### src/rtl/hilo_mdu_ctrl_pkg.sv
// hilo_mdu_ctrl_pkg: op codes, FSM states and shared helpers for the HI/LO multiply/divide sequencer
package hilo_mdu_ctrl_pkg;
  typedef enum logic [2:0] {
    OP_NOP   = 3'b000,
    OP_MULT  = 3'b001,
    OP_MULTU = 3'b010,
    OP_DIV   = 3'b011,
    OP_DIVU  = 3'b100,
    OP_MTHI  = 3'b101,
    OP_MTLO  = 3'b110,
    OP_RSVD  = 3'b111
  } mdu_op_e;
  typedef enum logic [1:0] {
    ST_IDLE = 2'd0,
    ST_BUSY = 2'd1,
    ST_DONE = 2'd2
  } mdu_state_e;
  localparam int MDU_ITER = 32;
  // Two's-complement magnitude when the operand is treated as signed; 0x8000_0000 maps to itself, which is the correct unsigned magnitude.
  function automatic logic [31:0] mag(input logic [31:0] v, input logic sgn);
    return (sgn && v[31]) ? -v : v;
  endfunction
endpackage

### src/rtl/hilo_mdu_ctrl_mdu_iter_core.sv
// mdu_iter_core: unsigned 64-bit shift-add multiply / restoring divide datapath, one step per enable
module mdu_iter_core #(
  parameter int DATA_W   = 32,
  parameter int MUL_FAST = 0
) (
  input  logic              clk,
  input  logic              rst,
  input  logic              load,
  input  logic              en,
  input  logic              is_div,
  input  logic [DATA_W-1:0] a,
  input  logic [DATA_W-1:0] b,
  output logic [DATA_W-1:0] hi,
  output logic [DATA_W-1:0] lo
);
  logic [DATA_W-1:0] hi_q, hi_d, lo_q, lo_d, b_q, b_d;
  logic [DATA_W:0]   add_sum, shl, sub_diff;
  // hi is the accumulator/partial remainder, lo holds the multiplier/dividend and collects product or quotient bits
  always_comb begin
    add_sum  = {1'b0, hi_q} + (lo_q[0] ? {1'b0, b_q} : '0);
    shl      = {hi_q, lo_q[DATA_W-1]};
    sub_diff = shl - {1'b0, b_q};
    hi_d     = hi_q;
    lo_d     = lo_q;
    b_d      = b_q;
    if (load) begin
      hi_d = '0;
      lo_d = a;
      b_d  = b;
    end else if (en) begin
      if (is_div) begin
        hi_d = sub_diff[DATA_W] ? shl[DATA_W-1:0] : sub_diff[DATA_W-1:0];
        lo_d = {lo_q[DATA_W-2:0], ~sub_diff[DATA_W]};
      end else if (MUL_FAST != 0) begin
        {hi_d, lo_d} = {{DATA_W{1'b0}}, lo_q} * {{DATA_W{1'b0}}, b_q};
      end else begin
        {hi_d, lo_d} = {add_sum, lo_q[DATA_W-1:1]};
      end
    end
  end
  // datapath registers
  always_ff @(posedge clk or posedge rst) begin
    if (rst) begin
      hi_q <= '0;
      lo_q <= '0;
      b_q  <= '0;
    end else begin
      hi_q <= hi_d;
      lo_q <= lo_d;
      b_q  <= b_d;
    end
  end
  assign hi = hi_q;
  assign lo = lo_q;
endmodule

### src/rtl/hilo_mdu_ctrl.sv
// hilo_mdu_ctrl: multi-cycle MULT/DIV sequencer owning all HI/LO register writes
module hilo_mdu_ctrl
  import hilo_mdu_ctrl_pkg::*;
#(
  parameter int DATA_W   = 32,
  parameter int MUL_FAST = 0
) (
  input  logic              clk,
  input  logic              rst,
  input  logic              start,
  input  logic [2:0]        op,
  input  logic [DATA_W-1:0] rs,
  input  logic [DATA_W-1:0] rt,
  input  logic              flush,
  output logic              stall,
  output logic              busy,
  output logic              hi_we,
  output logic              lo_we,
  output logic [DATA_W-1:0] hi_i,
  output logic [DATA_W-1:0] lo_i
);
  mdu_state_e        state_q, state_d;
  logic [4:0]        count_q, count_d;
  logic              div_q, div_d, neg_q, neg_d, negr_q, negr_d, dz_q, dz_d;
  logic [DATA_W-1:0] rs_q, rs_d;
  logic              live, issue_md, mthi, mtlo, signed_op, div_op, wr_done;
  logic [DATA_W-1:0] core_hi, core_lo, quo, rem;
  logic [2*DATA_W-1:0] prod, res;
  // decode the EX-stage request; flush masks everything and start only matters in IDLE
  always_comb begin
    live      = start && !flush && state_q == ST_IDLE;
    signed_op = op == OP_MULT || op == OP_DIV;
    div_op    = op == OP_DIV || op == OP_DIVU;
    issue_md  = live && (op == OP_MULT || op == OP_MULTU || div_op);
    mthi      = live && op == OP_MTHI;
    mtlo      = live && op == OP_MTLO;
  end
  // next-state, iteration count and latched sign/corner-case flags
  always_comb begin
    state_d = state_q;
    count_d = count_q;
    div_d   = div_q;
    neg_d   = neg_q;
    negr_d  = negr_q;
    dz_d    = dz_q;
    rs_d    = rs_q;
    if (flush) begin
      state_d = ST_IDLE;
      count_d = '0;
    end else if (issue_md) begin
      state_d = ST_BUSY;
      count_d = '0;
      div_d   = div_op;
      neg_d   = signed_op && (rs[DATA_W-1] ^ rt[DATA_W-1]);
      negr_d  = signed_op && rs[DATA_W-1];
      dz_d    = div_op && rt == '0;
      rs_d    = rs;
    end else if (state_q == ST_BUSY) begin
      count_d = count_q + 5'd1;
      if (count_q == 5'(MDU_ITER - 1) || (MUL_FAST != 0 && !div_q)) begin
        state_d = ST_DONE;
        count_d = '0;
      end
    end else if (state_q == ST_DONE) begin
      state_d = ST_IDLE;
    end
  end
  // FSM and control registers
  always_ff @(posedge clk or posedge rst) begin
    if (rst) begin
      state_q <= ST_IDLE;
      count_q <= '0;
      div_q   <= 1'b0;
      neg_q   <= 1'b0;
      negr_q  <= 1'b0;
      dz_q    <= 1'b0;
      rs_q    <= '0;
    end else begin
      state_q <= state_d;
      count_q <= count_d;
      div_q   <= div_d;
      neg_q   <= neg_d;
      negr_q  <= negr_d;
      dz_q    <= dz_d;
      rs_q    <= rs_d;
    end
  end
  mdu_iter_core #(.DATA_W(DATA_W), .MUL_FAST(MUL_FAST)) u_core (
    .clk    (clk),
    .rst    (rst),
    .load   (issue_md),
    .en     (state_q == ST_BUSY),
    .is_div (div_q),
    .a      (mag(rs, signed_op)),
    .b      (mag(rt, signed_op)),
    .hi     (core_hi),
    .lo     (core_lo)
  );
  // restore signs on the unsigned core result; divide-by-zero returns all-ones quotient and the raw dividend
  always_comb begin
    prod = {core_hi, core_lo};
    quo  = neg_q ? -core_lo : core_lo;
    rem  = negr_q ? -core_hi : core_hi;
    res  = dz_q ? {rs_q, {DATA_W{1'b1}}} : div_q ? {rem, quo} : neg_q ? -prod : prod;
  end
  // write port and pipeline handshake
  always_comb begin
    wr_done = state_q == ST_DONE && !flush;
    stall   = issue_md || (state_q == ST_BUSY && !flush);
    busy    = state_q != ST_IDLE;
    hi_we   = mthi || wr_done;
    lo_we   = mtlo || wr_done;
    hi_i    = mthi ? rs : wr_done ? res[2*DATA_W-1:DATA_W] : '0;
    lo_i    = mtlo ? rs : wr_done ? res[DATA_W-1:0] : '0;
  end
endmodule

### config.mk
export PLATFORM = sky130hd
export DESIGN_NAME = hilo_mdu_ctrl
export DESIGN_NICKNAME = d
export VERILOG_FILES = /design/src/rtl/hilo_mdu_ctrl_pkg.sv /design/src/rtl/hilo_mdu_ctrl_mdu_iter_core.sv /design/src/rtl/hilo_mdu_ctrl.sv
export SDC_FILE = /design/constraint.sdc
export NUM_CORES = 1
export LEC_CHECK = 0
export CORE_MARGIN = 2
export CORE_UTILIZATION = 51
export CTS_BUF_LIST = sky130_fd_sc_hd__clkbuf_4 sky130_fd_sc_hd__clkbuf_8 sky130_fd_sc_hd__clkbuf_16
export DETAILED_ROUTE_END_ITERATION = 8
export PLACE_DENSITY = 0.73
export SETUP_SLACK_MARGIN = 0.2
export SLEW_MARGIN = 10
export SYNTH_ARGS = -nofsm -noshare
export SYNTH_HDL_FRONTEND = slang
export SYNTH_SLANG_ARGS = --single-unit
### constraint.sdc
create_clock -name clk -period 5.1 [get_ports clk]
set_clock_uncertainty 0.2 [all_clocks]
set_input_delay 0.51 -clock clk [delete_from_list [all_inputs] [get_ports clk]]
set_output_delay 0.51 -clock clk [all_outputs]
set_load 0.01 [all_outputs]
==> summary.md, run 1 <==
| Metric | Value |
|---|---|
| CP top delay family | simple AND/OR/NAND/NOR gates |
| FF-to-FF Start | u_core.lo[31] |
| Top Layer Used | met4 |
| Setup TNS | 0 ns |
| DR WL met2 | 20600 um |
| Distinct cells, synth | 68 |
| Synth warn | 0 |
| Commonest non-fill, non-tap cell in the layout | nand2_1 |
| CTS Buf Count | 17 |
| Ys async rst share | 100% |
| Via Count | 14324 |
| Die area | 28900 um^2 |
| Count of final setup violators | 0 |
| Ys flop type | dfrtp_1 |
| WS Path Type | flop to output port |
| Vias per inst | roughly 6.1 |
| WL per Instance | 18.9 um |
| Critical path origin | u_core.lo[20] |
| Clk Latency, worst-skew pair | 0.43 ns |
| Share of the synthesized area in the top cell type | 24.8% |
| Synth area leader | dfrtp_1 |
| Worst Path Arrival | 4.11 ns |
| Total Wirelength | 44000 um |
| CP most frequent cell | or4_4 |
| Crit-path max FO | 8 |
| Hold Path Class | flop to flop |
| Num rows | 60 |
| Chip Width | 170 um |
| WP buf/inv | 1 |
| CTS tree | yes |
| Mapped cell area | about 14000 um^2 |
| Worst Setup End Kind | output port |
| Critical path launch point type | flop |
| Slowest CP cell | clkdlybuf4s50_1 |
| Area contributors post-synth | dfrtp_1 25%, o21ai_0 9.3%, nand2_1 8.5% |
| Pwr per Cell Area | 566 nW/um^2 |
| H-tree depth reported by CTS | 4 |
| R2R Setup Slk | 0.78 ns |
| Routability cong. | 0.936 |
| Final worst slack | 0.280 ns |
| Syn avg cell area | 7.31 um^2 |
| Static leakage | approximately 6.6 nW |
| EDFF count, synth | 0 |
| Syn Nets | 2068 |
| Post-cts hold buffer count | 0 |
| CTS Buffer Depth | 2 |
| Fraction of layout cells with a size suffix above 1 | 5.43% |
| Crit path time final | 4.82 ns |
| Slew HR | between 15 and 20% |
| Actual slew at the worst max-slew pin | ~1.2 ns |
| RSZ-0062 raised after global routing | yes |
| Post-synthesis register bit count | 139 |
| CP peak stage delay | 0.61 ns |
| WP data required | 4.39 ns |
| Antenna diode count | 0 |
| First-pass GRT wire length | between 70000 and 80000 um |
| Leading cell types in the layout, fill and taps excluded | 318 x nand2_1, 261 x o21ai_0, 137 x clkdlybuf4s50_1, 135 x nor2_1, 135 x dfrtp_1 |
| IO Pins | approximately 140 |
| M1 WL | 19400 um |
| Setup crit end | hi_i[13] |
| Final worst path period share | 94.5% |
| DR pass1 iterations | 6 |
| Max Cap Viol | 0 |
| Initial Utilization | around 52% |
| Remaining DRCs | 0 |
| Final Power | 9.26 mW |
| Fmax achieved | 207 MHz |
| Fin nets | 2124 |
| Setup bufs post-CTS | 0 |
| Largest net degree at the start of global routing | 93 |
| Total grt overflow | 0 |
| Clk pin slew, worst setup/hold paths | about 0.060 ns |
| Post-Synthesis Cells | 1921 |
| Worst reg2reg path depth | 14 |
| Worst path depth | 9 |
| Vias in the first global route | about 13000 |
| Routed wire length on met3 | approximately 2800 um |
| Pre-CTS setup slack | between 0.5 and 0.6 ns |
| Die outline height | about 170 um |
| Worst r2r dst | u_core.hi[16] |
| Detailed Place HPWL | roughly 33000 um |
| Antenna-violating nets left | 0 |
| Gr usage total | 30.4% |
| Worst-path cell chain | or4_4 > or2_0 > or4_4 > or4b_4 > a21oi_4 > a21oi_1 > xnor2_1 > o21ai_0 > clkdlybuf4s50_1 |
| Total core area | 27000 um^2 |
| PortBufs | ~140 |
| Antenna violations before repair | 0 |
| Area Overhead vs Synth | 16.5% |
| Sequential fraction of the synthesis area | 24.8% |
| Status | completed |
| CTS sink cnt | 139 |
| Max VDD drop | 493 uV |
| Slew Viols, Final | 0 |
| Final Hold Fails | 0 |
| Drt initial violations | 1366 |
| Root Driver | clkbuf_16 |
## stage by stage
step	util (%)	hold slack, ns	instance area [um^2]	cells
after floorplan	-	0.245	14000	1921
after global placement	57.8	0.258	15600	2299
after detailed placement	57.8	0.263	15600	2299
after CTS	60.3	0.278	16300	2330
after global routing	60.5	0.294	16300	2330
final	60.5	0.276	16300	2330
## report_power, final
part	switching (mW)	internal [mW]
sequential	0.704	1.50
clock	0.512	0.889
combinational	3.23	2.42
total	4.45	4.81
## worst reg2reg max path: cells and delay by family, from the launching register on
| kind | cells | cell delay [ns] |
|---|---|---|
| adder cells (fa/ha/maj) | 2 | 0.66 |
| buffers and inverters | 2 | 0.45 |
| flip-flops | 1 | 0.51 |
| XOR/XNOR | 1 | 0.19 |
| multiplexers | 1 | 0.41 |
| AO/OA/AOI/OAI | 6 | 1.44 |
| AND/OR/NAND/NOR | 2 | 0.33 |
## registers in the layout (all words and copies together), names as in the netlist
signal / flops
negr_q: 1
dz_q: 1
u_core.hi: 32
count_q: 5
div_q: 1
u_core.b_q: 32
rs_q: 32
u_core.lo: 32
state_q: 2
neg_q: 1
## routing by layer
layer / vias to the layer above / global-route usage (%)
met4: 0 / 9.48
met3: 78 / 2.63
met2: 575 / 50.8
met1: 6734 / 41.9
li1: 6937 / -
met5: - / 0
## logic make-up (layout without fill, tap and decap cells)
kind of cell,after synthesis,after routing,share of synthesized area (%)
simple gates,662,662,21.2
flops,139,139,24.8
mux,58,58,4.18
fa+ha+maj,76,76,6.88
xor+xnor,174,174,10.9
buf+inv,199,267,5.41
compound gates,613,613,26.7
## final cells by class
cell class | instances | area, um^2
Tap cell | 341 | 427
Timing Repair Buffer | 167 | 1610
Clock buffer | 20 | 454
Multi-Input combinational cell | 1583 | 9920
Fill cell | 2544 | 10700
Inverter | 69 | 264
Sequential cell | 139 | 3480
Clock inverter | 11 | 194
## cell usage after synthesis (all sizes together) (13+ instances only)
cell type    n
or3         20
nor4        15
nand2      319
nor2       137
o21ai      264
dfrtp      139
nor3        40
a21o        25
a22o        21
nand2b      22
xnor2      118
a21oi      113
mux2i       53
nand3       29
o31ai       23
o211ai      37
nor2b       13
ha          74
xor2        56
clkbuf     118
a31oi       15
inv         69
o21a        15
## how the worst min path moves through the flow
| stage | start | endpoint | cells after the start |
|---|---|---|---|
| final | rs_q[3] | rs_q[3] | 2 |
| after floorplan | rs_q[17] | rs_q[17] | 2 |
| after detailed placement | rs_q[9] | rs_q[9] | 2 |
| after global routing | u_core.b_q[25] | u_core.b_q[25] | 2 |
| after CTS | rs_q[9] | rs_q[9] | 2 |
| after global placement | rs_q[4] | rs_q[4] | 2 |
## repair_timing
action	CTS	global route
pin swaps	1	0
resized for setup	8	10
setup endpoints to repair	9	19
(Power assumes the default switching activity.)
==> run 2, diff against run 1 <==
- PLACE_DENSITY: 0.73 -> 0.75
- TNS_END_PERCENT: unset -> 50
- clock period: 5.1 -> 4.1 ns (I/O delays scaled with it)
==> run 2 against run 1 <==
  * Combinational power grew 45%
  * Highest routed layer unchanged
  * Sequential power grew 9%
  * First-iteration DRC count grew 16%
  * Core utilization rose by 3.1 points
  * Wire length up 2.9%
  * Flip-flop and latch count unchanged
  * Die area unchanged
  * Non-clock buffer count increased by 90
  * Clock-buffer cell count is the same
  * Largest power group unchanged
  * The flow now finishes with violations (negative setup slack)
  * Final area is 5.1% higher
  * Critical path depth rose by 2
  * Worst hold slack better by 0.00063 ns
  * Largest cell class unchanged
==> summary.md, run 2 (synthesis gave the netlist of run 1 again) <==
| Metric | Value |
|---|---|
| Crit-path max FO | 4 (-4) |
| Antenna diode count | 0 (unchanged) |
| CTS Buf Count | 17 (unchanged) |
| IO Pins | 139 (unchanged) |
| Actual slew at the worst max-slew pin | 1.15 ns (-0.0755 ns) |
| Gr usage total | 31.4% (+1.0 points) |
| CTS sink cnt | 139 (unchanged) |
| First-pass GRT wire length | 72700 um (+3.1%) |
| Pwr per Cell Area | 703 nW/um^2 (+24%) |
| Largest net degree at the start of global routing | 140 (+51%) |
| Final worst path period share | 104% |
| Post-cts hold buffer count | 0 (unchanged) |
| Hold depth | 2 (unchanged) |
| WS Path Type | flop to output port |
| Post-Place Cells | 2373 (+3.2%) |
| Critical path launch point type | flop |
| Root Driver | clkbuf_16 |
| Antenna-violating nets left | 0 (unchanged) |
| Final design area excluding fillers | 17200 um^2 (+5.1%) |
| Placed Area | 16200 um^2 (+3.8%) |
| Fin cells | 2421 (+3.9%) |
| RSZ-0062 raised after global routing | yes |
| Detailed Place HPWL | 33400 um (+1.4%) |
| Worst Path Arrival | 3.67 ns (-0.44 ns) |
| Hold Path Class | flop to flop |
| Antenna violations before repair | 1 (+1) |
| Worst Setup End Kind | output port |
| Worst Hold Path EP | rs_q[30] |
| Clock power share | 12.6% (-2.5 points) |
| Num rows | 60 (unchanged) |
| Slew HR | 23.0% (+5.0 points) |
| Clk pin slew, worst setup/hold paths | 0.07 ns (about the same) |
| Gate power share | 67.6% (+6.5 points) |
| Final Hold Fails | 0 (unchanged) |
| Setup TNS | -1.67 ns (-1.67 ns) |
| Initial Utilization | 51.9% (unchanged) |
| Fin nets | 2214 (+4.2%) |
| Max Cap Viol | 0 (unchanged) |
| Static leakage | 7.20 nW (+9.2%) |
| PortBufs | 138 (unchanged) |
| Vias in the first global route | 13951 (+6.1%) |
| Final worst slack | -0.184 ns (-0.464 ns) |
| Total grt overflow | 0 (unchanged) |
| Clk Latency, worst-skew pair | 0.43 ns (about the same) |
| Leading cell types in the layout, fill and taps excluded | 317 x nand2_1, 232 x o21ai_0, 137 x dfrtp_1, 133 x nor2_1, 110 x xnor2_1 |
| Fmax achieved | approximately 230 MHz |
| WL per Instance | 18.7 um (-0.99%) |
| Crit path time final | 4.28 ns |
| Routability cong. | 0.979 (+4.6%) |
| Area Overhead vs Synth | 22.4% |
| DR pass1 iterations | 6 (unchanged) |
| Seq pwr share | 19.8% (-4.0 points) |
| Commonest non-fill, non-tap cell in the layout | nand2_1 |
| Fraction of layout cells with a size suffix above 1 | 12.9% (+7.5 points) |
| Switching share of power | 48.0% (-0.10 points) |
| CTS tree | yes |
| Failing checks | negative setup slack |
| Chip Width | 170 um (unchanged) |
| Max VDD drop | 439 uV (-11%) |
| FF-to-FF Start | u_core.lo[0] |
| Internal power | 6.29 mW (+31%) |
| Total Wirelength | 45300 um (+2.9%) |
| Via Count | 14825 (+3.5%) |
| Die area | 28900 um^2 (unchanged) |
| Remaining DRCs | 0 (unchanged) |
| CTS Buffer Depth | 2 (unchanged) |
| Worst reg2reg path depth | 15 (+1) |
| H-tree depth reported by CTS | 4 (unchanged) |
| Count of final setup violators | 17 (+17) |
| Worst r2r dst | u_core.hi[25] |
| Switching pwr | 5.80 mW (+30%) |
| Total core area | 27000 um^2 (unchanged) |
| Critical path origin | u_core.lo[13] |
| Drt initial violations | 1583 (+16%) |
| Hold Startpoint | rs_q[30] |
| R2R Setup Slk | 0.32 ns (-0.46 ns) |
| Status | finished, violations left |
| Die outline height | 170 um (unchanged) |
| Slew Viols, Final | 0 (unchanged) |
| WP data required | 3.49 ns (-0.90 ns) |
| Vias per inst | 6.12 (-0.39%) |
-- run 2: cell types whose count changed in the layout (fill, tap and decap cells not counted), moves of 7 or more --
cell,before,now
buf_2,0,20
buf_4,28,104
buf_6,0,10
clkdlybuf4s50_1,137,97
dlygate4sd2_1,1,12
o21ai_0,261,232
o21ai_1,3,29
xnor2_1,117,110
xnor2_2,1,8
-- run 2: power groups by stage --
stage          clock (mW)  sequential (mW)  combinational (mW)
3_5_place_dp            0             2.38                7.69
4_1_cts              1.54             2.37                7.92
2_1_floorplan           0             2.31                5.42
5_1_grt              1.59             2.47                8.95
3_3_place_gp            0             2.36                7.58
6_report             1.52             2.39                8.17
-- run 2: repair_timing --
item / 4_1_cts / 5_1_grt
pin swaps: 41 / 28
gates resized for setup: 170 / 58
setup buffers: 9 / 7
endpoints found under the setup margin: 50 / 73
-- run 2: how the worst max path moves through the flow --
stage | end | cells after the start
after CTS | hi_i[21] | 11
after global routing | hi_i[8] | 11
after floorplan | hi_i[21] | 11
final | hi_i[21] | 11
after detailed placement | hi_i[21] | 11
after global placement | hi_i[21] | 11
-- run 2: stage by stage --
step | hold slack [ns] | total power [mW] | utilization [%] | setup slack, ns
floorplan | 0.245 | 7.74 | - | 0.442
global placement | 0.258 | 9.94 | 60.0 | -0.137
detailed placement | 0.263 | 10.1 | 60.0 | -0.229
CTS | 0.278 | 11.8 | 63.0 | -0.200
global route | 0.298 | 13.0 | 63.6 | -0.319
finish | 0.277 | 12.1 | 63.6 | -0.184
-- run 2: critical path, stage by stage (launching register included) --
cell	delay [ns]
dfrtp_1	0.37
or4_4	0.54
nand3b_1	0.27
or4_4	0.55
or4b_4	0.51
a21oi_4	0.14
nand2b_4	0.16
a21oi_2	0.08
xnor2_2	0.21
o21ai_1	0.09
a22o_1	0.20
buf_2	0.13
-- run 2: cell type report --
| cell class | count | area, um^2 |
|---|---|---|
| flip-flops and latches | 139 | 3480 |
| well taps | 341 | 427 |
| clock buffers | 20 | 460 |
| multi-input cells | 1583 | 10200 |
| repair buffers | 257 | 2230 |
| fillers | 2428 | 9840 |
| inverters | 69 | 263 |
| clock inverters | 12 | 113 |
-- run 2: per-layer routing --
metal  vias up  part of all wire (%)  track usage, %
met2       651                    47            52.3
met5         -                     0               0
met4         0                   2.8            11.4
met3        79                   7.3            3.60
li1       7103                     -               -
met1      6992                    43            42.2
==> run 3, diff against run 2 <==
- CORE_UTILIZATION: 51 -> 54
- PLACE_DENSITY: 0.75 -> 0.79
==> run 3 against run 2 <==
  * Worst hold slack is essentially flat
  * Critical path depth unchanged
  * Flip-flop and latch count unchanged
  * The run still ends with negative setup slack left
  * Via count is 0.82% higher
  * Critical endpoint unchanged
  * Cell count grew 0.29%
  * Clock-buffer cell count grew 1
  * Combinational power grew 2.7%
  * Register-to-register slack hardly changed
==> summary.md, run 3 (synthesis gave the netlist of run 1 again) <==
| Metric | Value |
|---|---|
| Hold Path Class | flop to flop |
| Post-cts hold buffer count | 0 (unchanged) |
| Switching share of power | 47.2% (-0.71 points) |
| Crit-path max FO | 4 (unchanged) |
| Remaining DRCs | 0 (unchanged) |
| Final worst slack | -0.267 ns (-0.0831 ns) |
| Final Hold Fails | 0 (unchanged) |
| WS Path Type | flop to output port |
| Max VDD drop | 355 uV (-19%) |
| WL per Instance | 19.0 um (+1.8%) |
| Antenna-violating nets left | 0 (unchanged) |
| Slowest CP cell | or4_4 |
| Antenna violations before repair | 0 (-1) |
| CTS sink cnt | 139 (unchanged) |
| Worst Path Arrival | 3.76 ns (+0.09 ns) |
| Via Count | 14946 (+0.82%) |
| Final worst path period share | 107% (+2.0 points) |
| Failing checks | negative setup slack |
| Root Driver | clkbuf_16 |
| Critical path origin | u_core.lo[10] |
| Detailed Place HPWL | 33900 um (+1.5%) |
| Clk Latency, worst-skew pair | 0.44 ns (about the same) |
| R2R Setup Slk | 0.33 ns (about the same) |
| Slew Viols, Final | 0 (unchanged) |
| Crit path time final | 4.37 ns (+0.0831 ns) |
| Worst reg2reg path depth | 16 (+1) |
| First-pass GRT wire length | 72300 um (-0.53%) |
| Largest net degree at the start of global routing | 140 (unchanged) |
| Vias in the first global route | 13912 (-0.28%) |
| Fmax achieved | 229 MHz (-1.9%) |
| Hold Startpoint | u_core.b_q[22] |
| Max Cap Viol | 0 (unchanged) |
| Fin nets | 2228 (+0.63%) |
| Internal power | 6.66 mW (+5.9%) |
| CTS tree | yes |
| Area Overhead vs Synth | 24.7% |
| WP data required | 3.49 ns (about the same) |
| Gr usage total | 33.4% (+2.0 points) |
| Leading cell types in the layout, fill and taps excluded | 317 x nand2_1, 224 x o21ai_0, 135 x dfrtp_1, 127 x nor2_1, 114 x buf_4 |
| Count of final setup violators | 27 (+10) |
| Routability cong. | 0.975 (-0.42%) |
| Antenna diode count | 0 (unchanged) |
| H-tree depth reported by CTS | 4 (unchanged) |
| Clk pin slew, worst setup/hold paths | 0.07 ns (about the same) |
| PortBufs | 138 (unchanged) |
| Vias per inst | 6.16 (+0.53%) |
| Worst-path cell chain | or4_4 > nand3b_1 > or4_4 > or4b_4 > a21oi_4 > nand2b_4 > a21oi_4 > xnor2_2 > o21ai_2 > a22o_1 > buf_2 |
| Utilization after layout | 67.9% (+4.3 points) |
| FF-to-FF Start | u_core.lo[0] |
| Gate power share | 66.5% (-1.1 points) |
| Total grt overflow | 0 (unchanged) |
| Seq pwr share | 19.4% (-0.4 points) |
| Drt initial violations | 1576 (-0.44%) |
| IO Pins | 139 (unchanged) |
| Die area | 27300 um^2 (-5.4%) |
| Static leakage | 7.40 nW (+2.8%) |
| Pre-CTS setup slack | -0.169 ns (+0.0601 ns) |
| Commonest non-fill, non-tap cell in the layout | nand2_1 |
| Initial Utilization | 54.5% (+2.5 points) |
| Slew HR | 25.5% (+2.6 points) |
| Fraction of layout cells with a size suffix above 1 | 14.7% (+1.8 points) |
| Status | finished, violations left |
| Total core area | 25800 um^2 (-4.7%) |
| Switching pwr | 5.97 mW (+2.9%) |
| Clock power share | 14.1% (+1.5 points) |
| Pwr per Cell Area | 721 nW/um^2 (+2.5%) |
| Worst Hold Path EP | u_core.b_q[22] |
| Chip Width | 165 um (-2.8%) |
| Worst Setup End Kind | output port |
| RSZ-0062 raised after global routing | yes |
| Actual slew at the worst max-slew pin | 1.12 ns (-0.0356 ns) |
| Num rows | 59 (-1.7%) |
| Total Wirelength | 46200 um (+2.1%) |
| CP peak stage delay | 0.56 ns (about the same) |
| Worst r2r dst | u_core.hi[29] |
| Worst hold margin | 0.276 ns (-0.000328 ns) |
| Critical path launch point type | flop |
| CTS Buffer Depth | 2 (unchanged) |
| CTS Buf Count | 17 (unchanged) |
| Hold depth | 2 (unchanged) |
| Die outline height | 165 um (-2.8%) |
| DR pass1 iterations | 6 (unchanged) |
## run 3: power groups by stage
stage          Clock [mW]  Sequential, mW  Combinational [mW]
2_1_floorplan           0            2.31                5.42
3_3_place_gp            0            2.39                7.61
3_5_place_dp            0            2.42                7.75
4_1_cts              1.78            2.40                8.01
5_1_grt              1.84            2.51                9.13
6_report             1.78            2.45                8.39
## run 3: area by class of cell
class / instances / area (um^2)
multi-input combinational: 1583 / 10300
fill: 2156 / 8260
sequential: 139 / 3480
timing repair buffer: 271 / 2330
clock buffer: 21 / 480
tap: 335 / 419
inverter: 69 / 263
clock inverter: 10 / 188
## run 3: worst max path at each step
stage                     cells after the start  slack, ns        to
final                                        11      -0.27  hi_i[21]
after global routing                         11      -0.33  hi_i[21]
after CTS                                    11      -0.23  hi_i[21]
after detailed placement                     11      -0.17  hi_i[21]
after global placement                       11      -0.12  hi_i[21]
after floorplan                              11       0.44  hi_i[21]
## run 3: metal layers
metal / vias up / wire [um] / GRT usage, % / part of all wire, %
li1: 7131 / - / - / -
met1: 6956 / 19300 / 44.2 / 42
met2: 732 / 21300 / 54.8 / 46
met3: 127 / 3770 / 5.07 / 8.1
met4: 0 / 1860 / 13.7 / 4.0
met5: - / 0 / 0 / 0
## run 3: per-stage QoR
step	std cells	total power, mW	instance area [um^2]	setup TNS [ns]
2_1_floorplan	1921	7.74	14000	0
3_3_place_gp	2374	10.0	16300	-0.518
3_5_place_dp	2374	10.2	16300	-0.972
4_1_cts	2421	12.2	17200	-1.86
5_1_grt	2428	13.5	17500	-5.97
6_report	2428	12.6	17500	-3.53
## run 3: critical path, delay by kind of cell, from the launching register on
family	cells	cell delay (ns)
XOR/XNOR	1	0.19
flip-flops	1	0.38
AND/OR/NAND/NOR	5	2.06
buffers and inverters	1	0.13
AO/OA/AOI/OAI	4	0.54
## run 3: repair_timing
| action | 4_1_cts | 5_1_grt |
|---|---|---|
| resized for setup | 200 | 91 |
| setup buffers | 16 | 7 |
| pin swaps | 46 | 43 |
| setup endpoints to repair | 53 | 79 |
